### src/rtl/hazard_scoreboard.sv
// Decode-side hazard unit: forwarding selects, stall/flush, long-latency busy scoreboard.
// Optional HAZARD_PERF_CNT_EN adds saturating stall/flush cycle counters.
module hazard_scoreboard #(
  parameter int NUM_REGS    = 32,
  parameter int FWD_STAGES  = 3,
  parameter int MAX_PENDING = 4,
  parameter int RW = $clog2(NUM_REGS),
  parameter int FW = $clog2(FWD_STAGES + 1),
  parameter int PW = $clog2(MAX_PENDING + 1)
) (
  input  logic                     clk,
  input  logic                     reset,
  input  logic                     start,
  input  logic [RW-1:0]            rs1_d,
  input  logic [RW-1:0]            rs2_d,
  input  logic [RW-1:0]            rd_d,
  input  logic                     issue_valid_d,
  input  logic                     regwrite_d,
  input  logic                     long_d,
  input  logic [FWD_STAGES*RW-1:0] rd_s,
  input  logic [FWD_STAGES-1:0]    regwrite_s,
  input  logic [FWD_STAGES-1:0]    ready_s,
  input  logic                     long_done,
  input  logic [RW-1:0]            long_rd,
  input  logic                     flushflag,
  output logic                     stall_f,
  output logic                     stall_d,
  output logic                     flush_d,
  output logic                     flush_e,
  output logic                     flush_m,
  output logic [FW-1:0]            forwarda_d,
  output logic [FW-1:0]            forwardb_d,
  output logic [NUM_REGS-1:0]      busy_vec,
  output logic [PW-1:0]            pending_cnt,
  output logic [3:0]               hazard_cause
`ifdef HAZARD_PERF_CNT_EN
  ,
  output logic [31:0]              stall_cycles,
  output logic [31:0]              flush_cycles
`endif
);

  logic [NUM_REGS-1:0] busy_q, busy_d;
  logic [PW-1:0]       pend_q, pend_d;

  logic [FW-1:0] fwd_a, fwd_b;
  logic          match_a, match_b, rdy_a, rdy_b;
  logic          not_ready, busy_raw, waw, struct_full, hz;
  logic          done_eff, accept;

  // Scan oldest to youngest so the youngest matching stage wins.
  always_comb begin
    fwd_a   = '0;
    fwd_b   = '0;
    match_a = 1'b0;
    match_b = 1'b0;
    rdy_a   = 1'b0;
    rdy_b   = 1'b0;
    for (int s = FWD_STAGES - 1; s >= 0; s--) begin
      if (regwrite_s[s] && (rs1_d != '0) && (rd_s[s*RW +: RW] == rs1_d)) begin
        fwd_a   = FW'(s + 1);
        match_a = 1'b1;
        rdy_a   = ready_s[s];
      end
      if (regwrite_s[s] && (rs2_d != '0) && (rd_s[s*RW +: RW] == rs2_d)) begin
        fwd_b   = FW'(s + 1);
        match_b = 1'b1;
        rdy_b   = ready_s[s];
      end
    end
  end

  // Ignored retirements must not let the count drift or unblock struct_full.
  assign done_eff = long_done && (pend_q != '0) && busy_q[long_rd];

  always_comb begin
    not_ready   = issue_valid_d && ((match_a && !rdy_a) || (match_b && !rdy_b));
    busy_raw    = issue_valid_d &&
                  (((rs1_d != '0) && busy_q[rs1_d] && !match_a) ||
                   ((rs2_d != '0) && busy_q[rs2_d] && !match_b));
    waw         = issue_valid_d && regwrite_d && (rd_d != '0) && busy_q[rd_d];
    struct_full = issue_valid_d && long_d && (pend_q == PW'(MAX_PENDING)) && !done_eff;
    hz          = not_ready || busy_raw || waw || struct_full;
  end

  assign accept = start && issue_valid_d && long_d && regwrite_d && (rd_d != '0) &&
                  !hz && !flushflag;

  always_comb begin
    busy_d = busy_q;
    if (done_eff) busy_d[long_rd] = 1'b0;
    if (accept)   busy_d[rd_d]    = 1'b1;
    pend_d = pend_q + PW'(accept) - PW'(done_eff);
  end

  always_ff @(posedge clk) begin
    if (reset) begin
      busy_q <= '0;
      pend_q <= '0;
    end else begin
      busy_q <= busy_d;
      pend_q <= pend_d;
    end
  end

  always_comb begin
    stall_f      = start && hz && !flushflag;
    stall_d      = start && hz && !flushflag;
    flush_e      = start && (hz || flushflag);
    flush_d      = start && flushflag;
    flush_m      = start && flushflag;
    forwarda_d   = start ? fwd_a : '0;
    forwardb_d   = start ? fwd_b : '0;
    busy_vec     = start ? busy_q : '0;
    pending_cnt  = start ? pend_q : '0;
    hazard_cause = start ? {struct_full, waw, busy_raw, not_ready} : 4'b0;
  end

`ifdef HAZARD_PERF_CNT_EN
  logic [31:0] stall_cnt_q, flush_cnt_q;

  always_ff @(posedge clk) begin
    if (reset) begin
      stall_cnt_q <= '0;
      flush_cnt_q <= '0;
    end else begin
      if (stall_d && (stall_cnt_q != 32'hFFFF_FFFF))
        stall_cnt_q <= stall_cnt_q + 32'd1;
      if (start && flushflag && (flush_cnt_q != 32'hFFFF_FFFF))
        flush_cnt_q <= flush_cnt_q + 32'd1;
    end
  end

  assign stall_cycles = start ? stall_cnt_q : '0;
  assign flush_cycles = start ? flush_cnt_q : '0;
`endif

endmodule

### config.mk
export PLATFORM = sky130hd
export DESIGN_NAME = hazard_scoreboard
export DESIGN_NICKNAME = d
export VERILOG_FILES = /design/src/rtl/hazard_scoreboard.sv
export SDC_FILE = /design/constraint.sdc
export NUM_CORES = 1
export LEC_CHECK = 0
export ABC_AREA = 1
export BUFFER_PORTS_ARGS = -buffer_cell sky130_fd_sc_hd__buf_4
export CELL_PAD_IN_SITES_DETAIL_PLACEMENT = 0
export CELL_PAD_IN_SITES_GLOBAL_PLACEMENT = 1
export CORE_MARGIN = 1
export CORE_UTILIZATION = 35
export DETAILED_ROUTE_END_ITERATION = 10
export PLACE_DENSITY_LB_ADDON = 0.1
export SYNTH_ARGS = -nofsm -noshare
export SYNTH_HDL_FRONTEND = slang
export SYNTH_SLANG_ARGS = --single-unit
### constraint.sdc
create_clock -name clk -period 4.32 [get_ports clk]
set_input_delay 0.864 -clock clk [delete_from_list [all_inputs] [get_ports clk]]
set_output_delay 0.864 -clock clk [all_outputs]
set_load 0.01 [all_outputs]
==> reports/results.tsv <==
metric	value	unit
via count	5561	
async set-or-reset flop fraction in the synthesized netlist	0	%
CP cell instances	buf_4 > inv_1 > nand2_1 > nand3_1 > nor2_1 > nand3_1 > a21oi_1 > nand2_1 > nand3_1 > a21oi_4 > nand2_1 > nand2_1 > nor2_1 > buf_4	
register area share after synthesis	16.61	%
clock sink count	35	
met2 usage in global routing	40.87	%
final net count	931	
die area	12490	sq um
critical path arrival	2.78	ns
Post-synth top flop	dfxtp_1	
Worst path slowest cell	inv_1	
Worst Setup End Kind	primary output	
Tot GR Track Use	27.23	%
number of port buffers	96	
TNS Setup	0	ns
WS Path Type	input pin to primary output	
H-tree Lvls	2	
Final HPWL DP	13010	um
cells after synthesis	806	
Worst-path clk slew	0.06	ns
WL final	17160	um
antenna cell count	0	
root buf cell	clkbuf_16	
syn avg cell area	5.233	sq um
CP dominant cell by count	nand2_1	
Die X	111.8	um
Mapped Nets	858	
fmax	274.5	MHz
clk buf depth	2	
unrepaired setup endpoints after global routing	no	
placed cells	1015	
post-route ant nets	0	
vias per inst	5.436	
Worst VDD drop	0.0001786	V
Synth cell types	36	
Die Ht	111.8	um
GRT Residual Overflow	0	
DR iter-0 viols	522	
I/O pins	97	
Final Setup Violations	0	
vias in the first global route	4967	
EDFF count, synth	0	
outcome	finished with violations	
initial antenna violation count	0	
Ys Warns	0	
number of cell rows	39	
Slew Limit Headroom	38.22	%
Post-Syn Area	4218	sq um
Finished Cell Area	5141	sq um
GR Util met1	39.72	%
drt wl/cell	16.78	um
FILL cells	1332	
P_leak	2.564	nW
Crit path largest cell delay	0.24	ns
core box area	11560	sq um
global routing's busiest layer	met2	
Tcrit/Tclk final	84.32	%
CTS tree	done	
routability congestion estimate	0.9034	
initial core utilization	36.47	%
Finished Layout Cells	1023	
final hold vios	0	
synthesis-to-finish area growth	21.89	%
worst skew pair latency	0.28	ns
Pwr Density	198.0	nW/um^2
post-layout minimum cycle time	3.643	ns
max cap viols	0	
placed instance area	4967	sq um
layout cell share with drive strength beyond 1	16.48	%
pin count of the biggest net entering global routing	39	
number of buffers created by CTS	5	
violated checks	DRC	
clock skew	0.004440	ns
synthesized flop and latch total	35	
Slew @ Worst Pin	0.9232	ns
met3 Track Usage GR	3.756	%
Setup Buffers After CTS	0	
Post-CTS Resized	0	
global-route wire length before repair	26830	um
CTS Hold Bufs	0	
WP buf/inv	3	
hold crit path type	flop to flop	
Crit Path Max Fanout	24	
DRC viols	4	
max-slew violations	0	
Req. time, crit path	3.46	ns
Worst Setup Start Kind	input pin	
Top delay family on crit path	simple AND/OR/NAND/NOR gates	
TritonRoute pass-1 iters	8	
==> path summary, 6_finish.rpt <==
| check | from | endpoint | slack [ns] | cells past startpoint |
|---|---|---|---|---|
| worst min-delay path | busy_q[6] | busy_q[6] | 0.50 | 2 |
| worst max-delay path | rs2_d[0] | stall_d | 0.68 | 14 |
| worst max register to register | busy_q[31] | pend_q[2] | 1.36 | 19 |
| worst min register to register | busy_q[6] | busy_q[6] | 0.50 | 2 |
==> logic make-up after synthesis <==
| group | Yosys count | synth area share (%) |
|---|---|---|
| and+or+nand+nor | 436 | 44.44 |
| AOI/OAI and AO/OA | 173 | 21.36 |
| buffers and inverters | 156 | 15.90 |
| DFF | 35 | 16.61 |
| xor gates and xnor gates | 3 | 0.6231 |
| adders and majority gates | 3 | 1.068 |
==> Yosys cell counts, types with 3 or more instances <==
library cell	number	area, sq um
a21oi_1	67	335.3
nand2_1	249	934.7
nand4_1	32	200.2
inv_2	10	37.54
buf_2	17	85.08
clkbuf_1	8	30.03
nor2_2	3	18.77
inv_1	103	386.6
o21ai_0	84	420.4
buf_4	10	75.07
nand2_4	3	33.78
o211ai_1	5	37.54
nor2_1	78	292.8
dfxtp_1	35	700.7
buf_6	3	33.78
nor3_1	15	75.07
o21ai_1	13	65.06
nand3_1	42	210.2
nand2_2	5	31.28
==> final cells by class <==
class | count | area (sq um) | share of cell area [%]
tap | 143 | 178.9 | 3.480
clock buffer | 6 | 138.9 | 2.701
clock inverter | 2 | 35.03 | 0.6814
timing repair buffer | 107 | 803.3 | 15.62
sequential | 35 | 700.7 | 13.63
inverter | 115 | 431.7 | 8.396
multi-input combinational | 615 | 2853 | 55.49
==> sequential cells by signal, indices dropped and copies added (netlist names) <==
signal,flops
busy_q,32
pend_q,3
==> per-layer routing <==
layer  share of wire, %  up-vias
met5                  0        -
met4                2.2        0
met3                8.1       33
met2                 43      264
met1                 47     2524
li1                   -     2740
==> tightest hold or removal path, delay by kind of cell, from the launching register on <==
| kind | cells | cell delay [ns] |
|---|---|---|
| compound gates | 2 | 0.13 |
| flops | 1 | 0.32 |
==> cells in the final DEF (no fill, tap or decap), drive strengths merged, types with 2 or more instances in the layout <==
cell,count
nor2,82
dfxtp,35
a21oi,69
ha,2
nand2,257
nand4,33
nor3,17
o211ai,5
nand3,42
o21ai,97
clkbuf,6
nor4,2
nand3b,2
xnor2,2
clkinv,3
inv,113
buf,107
==> through the flow <==
stage               total power [W]  util [%]  setup slack, ns  hold WS [ns]
finish                     0.001018     44.46           0.6772        0.4964
global route               0.001057     44.46           0.4076        0.5340
CTS                        0.001014     44.46           0.7064        0.4987
detailed placement        0.0005868     42.95           0.4947        0.4912
global placement          0.0005856     42.95           0.5855        0.4826
floorplan                 0.0004890         -           0.7721        0.4647
==> power by group <==
part / total, W / internal (W) / leakage, nW / switching [W]
registers: 0.000324 / 0.000323 / 0.282 / 0.000000654
logic: 0.000260 / 0.0000847 / 2.20 / 0.000175
clock network: 0.000434 / 0.000287 / 0.0868 / 0.000147
total: 0.00102 / 0.000695 / 2.56 / 0.000323
(Power assumes the default switching activity.)
